File: config.mk
export PLATFORM = sky130hd
export DESIGN_NAME = param_fir_mac_flat
export DESIGN_NICKNAME = d
export VERILOG_FILES = /design/src/rtl/param_fir_pkg.sv /design/src/rtl/param_fir_mac_if.sv /design/src/rtl/fir_coef_bank.sv /design/src/rtl/param_fir_mac.sv /design/src/flat_wrapper.sv
export SDC_FILE = /design/constraint.sdc
export NUM_CORES = 1
export LEC_CHECK = 0
export BUFFER_PORTS_ARGS = -buffer_cell sky130_fd_sc_hd__buf_2
export CORE_MARGIN = 10
export CORE_UTILIZATION = 53
export DETAILED_ROUTE_END_ITERATION = 6
export GPL_ROUTABILITY_DRIVEN = 0
export PLACE_DENSITY = 0.72
export SKIP_LAST_GASP = 1
export SYNTH_ARGS = -nofsm -noshare
export SYNTH_HDL_FRONTEND = slang
export SYNTH_SLANG_ARGS = --single-unit
export TNS_END_PERCENT = 10
File: constraint.sdc
create_clock -name iClk12M -period 5.6 [get_ports iClk12M]
set_clock_uncertainty 0.15 [all_clocks]
set_input_delay 1.12 -clock iClk12M [delete_from_list [all_inputs] [get_ports iClk12M]]
set_output_delay 1.12 -clock iClk12M [all_outputs]
set_load 0.03 [all_outputs]
File: src/rtl/param_fir_pkg.sv
// -----------------------------------------------------------------------------
// param_fir_pkg
// Shared types and helpers for the param_fir_mac FIR filter:
//   - fir_state_e : FSM state encoding (IDLE, MAC, OUT)
//   - clog2       : ceiling log2 usable in constant expressions
//   - fir_acc_w   : accumulator width formula, wide enough that a full sum of
//                   TAPS maximum-magnitude products never overflows
//   - fir_reduce  : reduces a scaled accumulator to OUT_W bits
// Build option: FIR_SAT_EN
//   defined   -> out-of-range results saturate to the OUT_W signed limits
//   undefined -> the low OUT_W bits are kept (two's-complement wrap)
// -----------------------------------------------------------------------------
package param_fir_pkg;

  typedef enum logic [1:0] {
    ST_IDLE = 2'd0,
    ST_MAC  = 2'd1,
    ST_OUT  = 2'd2
  } fir_state_e;

  // Width of the generic reduction path; must cover any accumulator width.
  localparam int RED_W = 64;

  function automatic int clog2(input int value);
    int r;
    r = 0;
    while ((1 << r) < value) r++;
    return r;
  endfunction

  function automatic int fir_acc_w(input int in_w, input int coef_w, input int taps);
    return in_w + coef_w + clog2(taps);
  endfunction

  // Result is a sign-extended value already inside the OUT_W signed range, so
  // the caller can simply keep the low OUT_W bits.
  function automatic logic signed [RED_W-1:0] fir_reduce(
    input logic signed [RED_W-1:0] value,
    input int                      out_w
  );
`ifdef FIR_SAT_EN
    logic signed [RED_W-1:0] hi;
    logic signed [RED_W-1:0] lo;
    hi = (64'sd1 <<< (out_w - 1)) - 64'sd1;
    lo = -(64'sd1 <<< (out_w - 1));
    if (value > hi) return hi;
    if (value < lo) return lo;
    return value;
`else
    // Keep the low out_w bits and sign-extend them back to full width.
    return (value <<< (RED_W - out_w)) >>> (RED_W - out_w);
`endif
  endfunction

endpackage

File: src/rtl/param_fir_mac_if.sv
// -----------------------------------------------------------------------------
// param_fir_mac_if
// Sample/coefficient-RAM bus of param_fir_mac. Clock and reset stay outside.
//   iEnSample600k  sample strobe          iFirIn    signed input sample
//   iCoeffSwap     bank swap request      iCsnRam   RAM select (active low)
//   iWrnRam        write enable (low)     iAddrRam  tap index
//   iWtDtRam       write data             oRdDtRam  shadow-bank read data
//   oFirOut        filter output          oValid    output update pulse
//   oBusy          FSM not idle           oSwapPending  swap waiting
//   oOverrun       sticky dropped-strobe flag
// Modports: master (sample source / CPU side), slave (the filter).
// -----------------------------------------------------------------------------
interface param_fir_mac_if #(
  parameter int IN_W   = 3,
  parameter int COEF_W = 16,
  parameter int OUT_W  = 16,
  parameter int ADDR_W = 6
);
  logic              iEnSample600k;
  logic [IN_W-1:0]   iFirIn;
  logic              iCoeffSwap;
  logic              iCsnRam;
  logic              iWrnRam;
  logic [ADDR_W-1:0] iAddrRam;
  logic [COEF_W-1:0] iWtDtRam;
  logic [COEF_W-1:0] oRdDtRam;
  logic [OUT_W-1:0]  oFirOut;
  logic              oValid;
  logic              oBusy;
  logic              oSwapPending;
  logic              oOverrun;

  modport master (
    output iEnSample600k, iFirIn, iCoeffSwap, iCsnRam, iWrnRam, iAddrRam, iWtDtRam,
    input  oRdDtRam, oFirOut, oValid, oBusy, oSwapPending, oOverrun
  );

  modport slave (
    input  iEnSample600k, iFirIn, iCoeffSwap, iCsnRam, iWrnRam, iAddrRam, iWtDtRam,
    output oRdDtRam, oFirOut, oValid, oBusy, oSwapPending, oOverrun
  );
endinterface

File: src/rtl/fir_coef_bank.sv
// -----------------------------------------------------------------------------
// fir_coef_bank
// Double-buffered coefficient store. One bank is active (read by the MAC),
// the other is the shadow bank (CPU read/write). swap_apply_i flips roles.
//   clk_i, rst_i     clock, synchronous active-high reset
//   swap_apply_i     exchange shadow and active banks at this edge
//   cs_n_i, wr_n_i   RAM select / write enable, both active low
//   addr_i, wdata_i  shadow-bank address and write data
//   rdata_o          registered shadow-bank read data (holds when idle)
//   mac_idx_i        tap index for the active bank
//   mac_coef_o       combinational active-bank coefficient
// -----------------------------------------------------------------------------
module fir_coef_bank #(
  parameter int TAPS   = 11,
  parameter int COEF_W = 16,
  parameter int ADDR_W = 6,
  parameter int TAP_W  = 4
) (
  input  logic              clk_i,
  input  logic              rst_i,
  input  logic              swap_apply_i,
  input  logic              cs_n_i,
  input  logic              wr_n_i,
  input  logic [ADDR_W-1:0] addr_i,
  input  logic [COEF_W-1:0] wdata_i,
  output logic [COEF_W-1:0] rdata_o,
  input  logic [TAP_W-1:0]  mac_idx_i,
  output logic [COEF_W-1:0] mac_coef_o
);

  logic [COEF_W-1:0] bank_q [2][TAPS];
  logic              sel_q;      // index of the active bank
  logic [COEF_W-1:0] rdata_q;
  logic              shadow_sel;
  logic              in_range;
  logic              wr_en;
  logic              rd_en;
  logic [TAP_W-1:0]  idx;

  assign shadow_sel = ~sel_q;
  assign in_range   = ({1'b0, addr_i} < (ADDR_W + 1)'(TAPS));
  assign wr_en      = !cs_n_i && !wr_n_i && in_range;
  assign rd_en      = !cs_n_i && wr_n_i;
  assign idx        = addr_i[TAP_W-1:0];

  // NOTE: non-blocking assignments let the write and the swap both see the
  // pre-edge sel_q, so a write coinciding with a swap lands in the bank that
  // becomes active.
  always_ff @(posedge clk_i) begin
    if (rst_i) begin
      // NOTE: the banks are reset explicitly because their contents are
      // observable right after reset; this keeps them in flops, not a RAM macro.
      bank_q  <= '{default: '0};
      sel_q   <= 1'b0;
      rdata_q <= '0;
    end else begin
      if (wr_en)        bank_q[shadow_sel][idx] <= wdata_i;
      if (swap_apply_i) sel_q <= ~sel_q;
      if (rd_en)        rdata_q <= in_range ? bank_q[shadow_sel][idx] : '0;
    end
  end

  assign rdata_o    = rdata_q;
  assign mac_coef_o = bank_q[sel_q][mac_idx_i];

endmodule

File: src/rtl/param_fir_mac.sv
// -----------------------------------------------------------------------------
// param_fir_mac
// Time-multiplexed FIR filter: each accepted strobe shifts a sample into a
// TAPS-deep delay line, then one multiplier accumulates one tap per clock and
// the scaled result is registered on oFirOut with a one-cycle oValid.
// Latency from accepted strobe edge to visible oValid is TAPS+2 clocks.
// Ports:
//   iClk12M   system clock
//   iRst      synchronous active-high reset
//   bus       param_fir_mac_if.slave (sample, swap and coefficient RAM bus)
// Build option: FIR_SAT_EN selects saturation instead of wrap on the output.
// -----------------------------------------------------------------------------
module param_fir_mac
  import param_fir_pkg::*;
#(
  parameter int TAPS   = 11,
  parameter int IN_W   = 3,
  parameter int COEF_W = 16,
  parameter int OUT_W  = 16,
  parameter int SHIFT  = 0,
  parameter int ADDR_W = 6
) (
  input logic            iClk12M,
  input logic            iRst,
  param_fir_mac_if.slave bus
);

  localparam int PROD_W = IN_W + COEF_W;
  localparam int ACC_W  = fir_acc_w(IN_W, COEF_W, TAPS);
  localparam int TAP_W  = (clog2(TAPS) < 1) ? 1 : clog2(TAPS);

  fir_state_e              state_q, state_d;
  logic [TAP_W-1:0]        tap_q, tap_d;
  logic signed [ACC_W-1:0] acc_q, acc_d;
  logic signed [IN_W-1:0]  x_q [TAPS];
  logic signed [IN_W-1:0]  x_d [TAPS];
  logic [OUT_W-1:0]        fir_out_q, fir_out_d;
  logic                    valid_q, valid_d;
  logic                    pend_q, pend_d;
  logic                    ovr_q, ovr_d;
  logic                    swap_apply;
  logic                    strobe;
  logic [COEF_W-1:0]       mac_coef;
  logic signed [PROD_W-1:0] prod;

  assign strobe = bus.iEnSample600k;

  fir_coef_bank #(
    .TAPS  (TAPS),
    .COEF_W(COEF_W),
    .ADDR_W(ADDR_W),
    .TAP_W (TAP_W)
  ) u_coef_bank (
    .clk_i       (iClk12M),
    .rst_i       (iRst),
    .swap_apply_i(swap_apply),
    .cs_n_i      (bus.iCsnRam),
    .wr_n_i      (bus.iWrnRam),
    .addr_i      (bus.iAddrRam),
    .wdata_i     (bus.iWtDtRam),
    .rdata_o     (bus.oRdDtRam),
    .mac_idx_i   (tap_q),
    .mac_coef_o  (mac_coef)
  );

  // Full-precision signed product of the current tap.
  assign prod = PROD_W'(x_q[tap_q]) * PROD_W'($signed(mac_coef));

  // NOTE: every variable gets a default before the case statement so no path
  // leaves it unassigned, which would otherwise infer a latch.
  always_comb begin
    state_d    = state_q;
    tap_d      = tap_q;
    acc_d      = acc_q;
    x_d        = x_q;
    fir_out_d  = fir_out_q;
    valid_d    = 1'b0;
    pend_d     = pend_q | bus.iCoeffSwap;
    ovr_d      = ovr_q;
    swap_apply = 1'b0;

    case (state_q)
      ST_IDLE: begin
        if (strobe) begin
          x_d[0] = $signed(bus.iFirIn);
          for (int k = 1; k < TAPS; k++) x_d[k] = x_q[k-1];
          // A request arriving with the strobe is honoured for this sample.
          swap_apply = pend_q | bus.iCoeffSwap;
          pend_d     = 1'b0;
          acc_d      = '0;
          tap_d      = '0;
          state_d    = ST_MAC;
        end
      end
      ST_MAC: begin
        acc_d = acc_q + ACC_W'(prod);
        if (tap_q == TAP_W'(TAPS - 1)) state_d = ST_OUT;
        else                           tap_d   = tap_q + 1'b1;
        if (strobe) ovr_d = 1'b1;
      end
      ST_OUT: begin
        fir_out_d = OUT_W'(fir_reduce(RED_W'(acc_q >>> SHIFT), OUT_W));
        valid_d   = 1'b1;
        state_d   = ST_IDLE;
        if (strobe) ovr_d = 1'b1;
      end
      default: state_d = ST_IDLE;
    endcase
  end

  always_ff @(posedge iClk12M) begin
    if (iRst) begin
      state_q   <= ST_IDLE;
      tap_q     <= '0;
      acc_q     <= '0;
      x_q       <= '{default: '0};
      fir_out_q <= '0;
      valid_q   <= 1'b0;
      pend_q    <= 1'b0;
      ovr_q     <= 1'b0;
    end else begin
      state_q   <= state_d;
      tap_q     <= tap_d;
      acc_q     <= acc_d;
      x_q       <= x_d;
      fir_out_q <= fir_out_d;
      valid_q   <= valid_d;
      pend_q    <= pend_d;
      ovr_q     <= ovr_d;
    end
  end

  assign bus.oFirOut      = fir_out_q;
  assign bus.oValid       = valid_q;
  assign bus.oBusy        = (state_q != ST_IDLE);
  assign bus.oSwapPending = pend_q;
  assign bus.oOverrun     = ovr_q;

endmodule

File: src/flat_wrapper.sv
// flat-port wrapper written by rule: the top's interface ports become plain ports
module param_fir_mac_flat import param_fir_pkg::*;
#(
  parameter int TAPS   = 11,
  parameter int IN_W   = 3,
  parameter int COEF_W = 16,
  parameter int OUT_W  = 16,
  parameter int SHIFT  = 0,
  parameter int ADDR_W = 6
)
  (iClk12M, iRst, bus_iEnSample600k, bus_iFirIn, bus_iCoeffSwap, bus_iCsnRam, bus_iWrnRam, bus_iAddrRam, bus_iWtDtRam, bus_oRdDtRam, bus_oFirOut, bus_oValid, bus_oBusy, bus_oSwapPending, bus_oOverrun);
  param_fir_mac_if #(.IN_W(IN_W), .COEF_W(COEF_W), .OUT_W(OUT_W), .ADDR_W(ADDR_W)) bus_i ();
  input logic iClk12M;
  input logic iRst;
  input wire logic [$bits(bus_i.iEnSample600k)-1:0] bus_iEnSample600k;
  input wire logic [$bits(bus_i.iFirIn)-1:0] bus_iFirIn;
  input wire logic [$bits(bus_i.iCoeffSwap)-1:0] bus_iCoeffSwap;
  input wire logic [$bits(bus_i.iCsnRam)-1:0] bus_iCsnRam;
  input wire logic [$bits(bus_i.iWrnRam)-1:0] bus_iWrnRam;
  input wire logic [$bits(bus_i.iAddrRam)-1:0] bus_iAddrRam;
  input wire logic [$bits(bus_i.iWtDtRam)-1:0] bus_iWtDtRam;
  output wire logic [$bits(bus_i.oRdDtRam)-1:0] bus_oRdDtRam;
  output wire logic [$bits(bus_i.oFirOut)-1:0] bus_oFirOut;
  output wire logic [$bits(bus_i.oValid)-1:0] bus_oValid;
  output wire logic [$bits(bus_i.oBusy)-1:0] bus_oBusy;
  output wire logic [$bits(bus_i.oSwapPending)-1:0] bus_oSwapPending;
  output wire logic [$bits(bus_i.oOverrun)-1:0] bus_oOverrun;
  assign bus_i.iEnSample600k = bus_iEnSample600k;
  assign bus_i.iFirIn = bus_iFirIn;
  assign bus_i.iCoeffSwap = bus_iCoeffSwap;
  assign bus_i.iCsnRam = bus_iCsnRam;
  assign bus_i.iWrnRam = bus_iWrnRam;
  assign bus_i.iAddrRam = bus_iAddrRam;
  assign bus_i.iWtDtRam = bus_iWtDtRam;
  assign bus_oRdDtRam = bus_i.oRdDtRam;
  assign bus_oFirOut = bus_i.oFirOut;
  assign bus_oValid = bus_i.oValid;
  assign bus_oBusy = bus_i.oBusy;
  assign bus_oSwapPending = bus_i.oSwapPending;
  assign bus_oOverrun = bus_i.oOverrun;
  param_fir_mac #(.TAPS(TAPS), .IN_W(IN_W), .COEF_W(COEF_W), .OUT_W(OUT_W), .SHIFT(SHIFT), .ADDR_W(ADDR_W)) u_core (.iClk12M(iClk12M), .iRst(iRst), .bus(bus_i));
endmodule
==> flow_summary.yaml, run 1 <==
sta:
  setup_viol: 0
  tns_ns: 0
  relSlewSlack_pct: 14.9
  setup_ws_ns: 0.0997
  report.final.slew_viol_count: 0
  min_period_ns: 5.50
  max_freq_ghz: 0.182
  hold_viol_final: 0
  rsz0062_at_grt: "true"
  worstMarginPinSlew_ns: 1.27
  post-route-period-util_pct: 98.2
synth:
  ys_ff_latch: 443
  synth-xor-area-share_pct: 0.667
  synth.mux.area_fraction_pct: 24.2
  synth_edf_count: 0
  synth_compound_area_share_pct: 11.8
  ys.warnings.count: 0
  yosys_most_used_dff: "dfxtp_1"
  synthAdderAreaFrac_pct: 4.27
  synth_nets: 2627
  syn_inst: 2534
  async_reset_ff_share_pct: 0
  synth_top_family_by_area: "multiplexers"
  synth.distinct_cells: 56
  synth_area_per_cell_um2: 9.11
  synth_area_um2: 23100
  yosysSeqAreaShare_pct: 38.4
  synthSimpleGateAreaFrac_pct: 16.0
clocking:
  clock_tree.root_cell: "clkbuf_16"
  cts_tree: "done"
  clkTransAtPathRegs_ns: 0.06
  clock_latency_ns: 0.61
  cts_made_buffers: 46
  cts_max_level: 2
  cts_sinks: 443
  clockBufferDepth: 3
final_layout:
  seq_area_um2: 8880
  fin_nets: 2624
  final_util_pct: 60.1
  syn_to_final_growth_pct: 12.1
  instances_no_fill: 3153
  fillers: 3457
  final_area_um2: 25900
  multi_input_area_um2: 13300
  drive_above_1_share_pct: 18.3
outcome:
  violations: "DRC"
  status: "complete, but fails checks"
grt:
  track_usage_pct: 26.9
  grt_max_degree: 130
  grt_pass1_wl_mm: 112
  grt_pass1_vias: 19300
  grt-ovfl-total: 0
  antenna_found_initial: 2
floorplanning:
  die_area_um2: 52300
  placementRows: 76
  ios: 67
  core_area_um2: 43100
  start_util_pct: 53.6
  die-height_um: 229
  fp.dieW_um: 229
critical_path:
  start_kind: "flop"
  crit_type: "flop to flop"
  reg2reg_from: "u_core.u_coef_bank.sel_q$_SDFFE_PP0P_"
  reg2reg_slack_ns: 0.1
  required_ns: 5.89
  reg2reg_to: "u_core.acc_q[15]$_SDFFE_PP0P_"
  endpoint_kind: "flop"
  rr_worst_depth: 18
  arrival_ns: 5.79
  path_max_fanout: 18
placement:
  placed_cell_area_um2: 24200
  port-buffer-count: 66
  place_hpwl_mm: 46.4
  dp_cells: 3060
  pre_cts_slack_ns: -0.0618
hold_path:
  hp-class: "flop to flop"
  min-delay-start: "u_core.x_q[2]$_SDFFE_PP0P_"
  min_path_cells: 2
  min_to: "u_core.x_q[2]$_SDFFE_PP0P_"
pwr:
  max-vdd-ir-drop_uv: 211
  power_density_nw_per_um2: 267
  power.leakage_nw: 8.95
flow_run:
  max-cap-violations: 0
drt:
  viasPerCell: 6.38
  dr.pass1.iters: 7
  first_iter_violations: 2904
  routed_wirelength_mm: 73.5
  dr_total_vias: 20100
  ant_nets: 0
  drcViolationCount: 1
  wl_per_cell_um: 23.3
## area by class of cell
cell class	instances	area share, %
tap	585	2.83
sequential	443	34.3
antenna	2	0.0193
clock inverter	17	0.909
timing repair buffer	177	5.23
inverter	32	0.464
clock buffer	66	5.05
multi-input combinational	1831	51.2
## kinds of logic after synthesis
| kind of cell | Yosys count |
|---|---|
| adder cells (fa/ha/maj) | 62 |
| XOR/XNOR | 16 |
| AO/OA/AOI/OAI | 486 |
| flip-flops | 443 |
| buffers and inverters | 260 |
| multiplexers | 332 |
| AND/OR/NAND/NOR | 935 |
## layout by cell type (no fill, tap or decap), drive strengths merged, types with 6 or more instances in the layout
cell type / n
nor3: 6
nand2b: 12
ha: 34
xor2: 6
nand2: 665
nor2: 196
o21ai: 45
or2: 6
xnor2: 9
mux4: 179
nand3: 12
clkinv: 17
a21oi: 334
o211ai: 16
a21o: 8
o22ai: 17
clkbuf: 67
mux2i: 147
or3: 8
a2bb2oi: 11
a22oi: 36
buf: 176
fa: 28
mux2: 6
dfxtp: 443
inv: 25
nor2b: 16
## synth_stat cells, types with 4 or more instances
cell type | instances | area share, %
a21o_1 | 8 | 0.26
a21oi_1 | 334 | 7.2
a22oi_1 | 34 | 1.1
a2bb2oi_1 | 11 | 0.42
buf_1 | 8 | 0.13
buf_2 | 36 | 0.78
buf_4 | 7 | 0.23
buf_6 | 4 | 0.20
clkbuf_1 | 173 | 2.8
clkinv_1 | 10 | 0.16
dfxtp_1 | 443 | 38
fa_1 | 28 | 2.4
ha_1 | 34 | 1.8
inv_1 | 22 | 0.36
mux2_2 | 6 | 0.29
mux2i_1 | 147 | 6.4
mux4_2 | 176 | 17
nand2_1 | 665 | 11
nand2b_1 | 12 | 0.33
nand3_1 | 12 | 0.26
nand4_1 | 5 | 0.14
nor2_1 | 195 | 3.2
nor2b_1 | 16 | 0.43
nor3_1 | 5 | 0.11
o211ai_1 | 16 | 0.52
o21ai_0 | 33 | 0.72
o21ai_1 | 12 | 0.26
o22ai_1 | 17 | 0.46
or2_2 | 5 | 0.14
or3_1 | 8 | 0.22
xnor2_1 | 9 | 0.34
xor2_1 | 6 | 0.23
## layer usage
metal,global-route usage (%),share of wire (%)
met5,0,0
met4,13.3,5.0
met3,5.78,11
met2,43.0,47
met1,34.1,38
## flip-flops by register name, indices dropped and copies added, names as in the netlist
signal	cells
u_core.bus.oSwapPending	1
u_core.u_coef_bank.sel_q	1
u_core.x_q	33
u_core.bus.oOverrun	1
u_core.bus.oFirOut	16
u_core.acc_q	16
u_core.tap_q	4
u_core.state_q	2
u_core.u_coef_bank.rdata_o	16
u_core.u_coef_bank.bank_q	352
u_core.bus.oValid	1
## timing repair
item	4_1_cts	5_1_grt
setup buffers	4	3
gates resized for setup	2	9
hold buffers	0	0
pin swaps	0	3
setup endpoints to repair	3	7
cloned	0	1
## power breakdown
group          internal, mW  total [mW]  switching (mW)
logic                 0.190       0.535           0.345
registers              3.16        3.17          0.0125
clock network          1.86        3.19            1.33
## metrics by stage
stage | power (mW) | hold WS, ns
after floorplan | 3.61 | 0.286
after global placement | 3.74 | 0.293
after detailed placement | 3.75 | 0.301
after CTS | 6.88 | 0.309
after global routing | 7.06 | 0.331
final | 6.90 | 0.306
## how the worst max path moves through the flow
stage	to	startpoint	slack (ns)
2_1_floorplan	u_core.acc_q[15]$_SDFFE_PP0P_	u_core.tap_q[0]$_SDFFE_PP0P_	-0.0005
3_3_place_gp	u_core.acc_q[12]$_SDFFE_PP0P_	u_core.u_coef_bank.sel_q$_SDFFE_PP0P_	0.04
3_5_place_dp	u_core.acc_q[15]$_SDFFE_PP0P_	u_core.u_coef_bank.sel_q$_SDFFE_PP0P_	-0.06
4_1_cts	u_core.acc_q[12]$_SDFFE_PP0P_	u_core.tap_q[0]$_SDFFE_PP0P_	0.03
5_1_grt	u_core.acc_q[15]$_SDFFE_PP0P_	u_core.u_coef_bank.sel_q$_SDFFE_PP0P_	-0.13
6_report	u_core.acc_q[15]$_SDFFE_PP0P_	u_core.u_coef_bank.sel_q$_SDFFE_PP0P_	0.1
## critical path: stages, from the launching register on
cell	delay, ns
dfxtp_4	0.39
buf_12	0.13
buf_4	0.28
mux4_2	0.55
mux4_2	0.54
a2bb2oi_1	0.18
buf_4	0.17
nor2_1	0.06
fa_1	0.56
fa_1	0.42
ha_1	0.29
ha_1	0.32
o21a_1	0.20
o21ai_0	0.29
o31ai_2	0.12
o31a_1	0.28
a31oi_1	0.21
xnor2_1	0.14
o31ai_1	0.07
(Power assumes the default switching activity.)
==> run 2: changes to the inputs <==
ABC_AREA = 1   (was default)
SKIP_LAST_GASP = default   (was 1)
==> run 2 against run 1 <==
Compared with the run above: the flow now finishes without violations; via count increased by 21%; sequential power grew 2%; total power is 14% higher; fmax rose by 4.6%; critical path depth up 6; critical path type unchanged; critical endpoint is now u_core.acc_q[14]$_SDFFE_PP0P_; largest cell class unchanged; highest routed layer is now met5.
==> flow_summary.yaml, run 2 <==
outcome:
  status: "completed"
pwr:
  pwr-share-seq_pct: 41.2
  power_mw: 7.84
  power_density_nw_per_um2: 305
  power.leakage_nw: 10.2
  max-vdd-ir-drop_uv: 242
  pwr-share-comb_pct: 16.8
  switching_power_mw: 2.29
  cell_internal_pwr_mw: 5.54
  swShare_pct: 29.3
  pwr-share-clk_pct: 42.0
critical_path:
  start_kind: "flop"
  slowest_stage: "fa_1"
  crit_buf_inv: 4
  required_ns: 5.97
  cpLargestDelayFamily: "adder cells"
  path_max_fanout: 18
  endpoint_kind: "flop"
  cp_cell_sequence: "inv_4, buf_4, a21oi_1, o21ai_0, nand3_1, nand3_1, nand2_1, nand2_1, o21ai_0, nand2_1, fa_1, fa_1, fa_1, inv_1, ha_1, fa_1, nand3_1, o2111ai_1, a21o_1, a21oi_1, inv_1, a21oi_1, o21ai_0, a21oi_1"
  arrival_ns: 5.63
  slowest_delay_ns: 0.55
  crit_type: "flop to flop"
floorplanning:
  die_area_um2: 53600
  placementRows: 77
  ios: 67
  core_area_um2: 44200
  start_util_pct: 53.6
  die-height_um: 231
  fp.dieW_um: 231
final_layout:
  largest_reg_flops: 352
  multi_input_area_um2: 12400
  final_util_pct: 58.1
  seq_area_um2: 8880
  fillers: 4145
  syn_to_final_growth_pct: 8.39
  final_cell_mix: "o21ai_0, a21oi_1, nor2_1"
  instances_no_fill: 3987
  largest_register: "u_core.u_coef_bank.bank_q"
  final_common_cell: "o21ai_0"
  drive_above_1_share_pct: 8.41
  fin_nets: 3446
  largest_registers: "u_core.u_coef_bank.bank_q: 352 flops, u_core.x_q: 33 flops"
grt:
  antenna_found_initial: 12
  grt-ovfl-total: 0
  grt_max_degree: 196
  grt_pass1_vias: 22100
  grt_pass1_wl_mm: 126
  track_usage_pct: 29.4
flow_run:
  max-cap-violations: 0
synth:
  async_reset_ff_share_pct: 0
  synth_area_um2: 23700
  synth_area_leaders: "dfxtp_1, o21ai_0, a21oi_1"
  synth_edf_count: 0
  synth_area_per_cell_um2: 6.85
  ys.warnings.count: 0
  yosysTopAreaCellShare_pct: 37.4
  yosysSeqAreaShare_pct: 37.4
  syn_inst: 3459
  synthTopCellsByCount: "o21ai_0, a21oi_1, nor2_1, dfxtp_1, nand2_1"
  synth.distinct_cells: 42
  synth.most_common_cell: "o21ai_0"
  yosys.area.top_type: "dfxtp_1"
  yosys_most_used_dff: "dfxtp_1"
  synth_nets: 3552
  ys_ff_latch: 443
drt:
  wl_per_cell_um: 20.6
  viasPerCell: 6.13
  first_iter_violations: 3220
  dr_total_vias: 24400
  routed_wirelength_mm: 82.1
  ant_nets: 0
  drcViolationCount: 0
  dr.pass1.iters: 6
hold_path:
  hp-class: "flop to flop"
sta:
  post-route-period-util_pct: 93.9
  report.final.slew_viol_count: 0
  hold_viol_final: 0
  setup_viol: 0
  worstMarginPinSlew_ns: 1.20
  relSlewSlack_pct: 19.6
  fin_hold_ws_ns: 0.312
  tns_ns: 0
  max_freq_ghz: 0.190
  min_period_ns: 5.26
clocking:
  clkTransAtPathRegs_ns: 0.07
  clock_latency_ns: 0.60
  ctsHoldBuffers: 0
  cts_sinks: 443
  clock_tree.root_cell: "clkbuf_16"
  clockBufferDepth: 3
  cts_tree: "done"
  cts_max_level: 2
  cts_made_buffers: 47
placement:
  port-buffer-count: 66
  place_hpwl_mm: 52.1
  dp_cells: 3894
## run 2: cell count changes in the layout (fill, tap and decap cells not counted), moves of 147 or more
cell,change
nor2_1,+287
mux4_2,-176
o21ai_0,+670
a21oi_1,+260
mux2i_1,-147
nand2_1,-375
inv_1,+236
## run 2: cells by family after synthesis
logic type,Yosys count,synth area share [%]
AO/OA/AOI/OAI,1413,30.9
flip-flops,443,37.4
AND/OR/NAND/NOR,958,16.9
adder cells (fa/ha/maj),62,4.16
XOR/XNOR,3,0.111
buffers and inverters,580,10.5
## run 2: path summary, 6_finish.rpt
check	cells past startpoint	slack [ns]	from	to
setup / recovery	24	0.34	u_core.tap_q[0]$_SDFFE_PP0P_	u_core.acc_q[14]$_SDFFE_PP0P_
hold / removal	2	0.31	u_core.u_coef_bank.rdata_o[4]$_SDFFE_PP0P_	u_core.u_coef_bank.rdata_o[4]$_SDFFE_PP0P_
setup reg to reg	24	0.34	u_core.tap_q[0]$_SDFFE_PP0P_	u_core.acc_q[14]$_SDFFE_PP0P_
hold reg to reg	2	0.31	u_core.u_coef_bank.rdata_o[4]$_SDFFE_PP0P_	u_core.u_coef_bank.rdata_o[4]$_SDFFE_PP0P_
## run 2: repair_timing
action | in CTS | in global routing
endpoints found under the setup margin | 0 | 4
buffers inserted | 0 | 1
gates resized for setup | 0 | 16
## run 2: power groups by stage
stage | Sequential (mW) | Combinational [mW] | Clock (mW)
floorplan | 3.28 | 0.903 | 0
global route | 3.23 | 1.45 | 3.43
detailed placement | 3.30 | 1.26 | 0
finish | 3.23 | 1.32 | 3.29
CTS | 3.23 | 1.27 | 3.31
global placement | 3.29 | 1.23 | 0
## run 2: worst register-to-register path, delay by kind of cell, from the launching register on
kind / cells / cell delay, ns
compound gates: 9 / 1.21
fa+ha+maj: 5 / 2.24
buf+inv: 4 / 0.59
flops: 1 / 0.37
simple gates: 6 / 0.63
## run 2: layer usage
layer  wire [um]  vias to the layer above  global-route usage [%]
met1       32300                    11300                    38.0
met5          82                        -                       0
li1            -                    11400                       -
met2       35300                     1413                    44.4
met4        4680                       14                    16.2
met3        9700                      282                    7.31
## run 2: area by class of cell
type,instances,area share (%)
tap,592,2.88
antenna,5,0.0487
timing repair buffer,133,3.73
clock buffer,74,5.61
sequential,443,34.6
inverter,292,4.37
multi-input combinational,2436,48.1
clock inverter,12,0.643
## run 2: per-stage QoR
step                setup WS (ns)  area (um2)
floorplan                   0.634       23700
global placement            0.308       24000
detailed placement          0.300       24000
CTS                         0.302       25600
global route             -0.00352       25700
finish                      0.342       25700
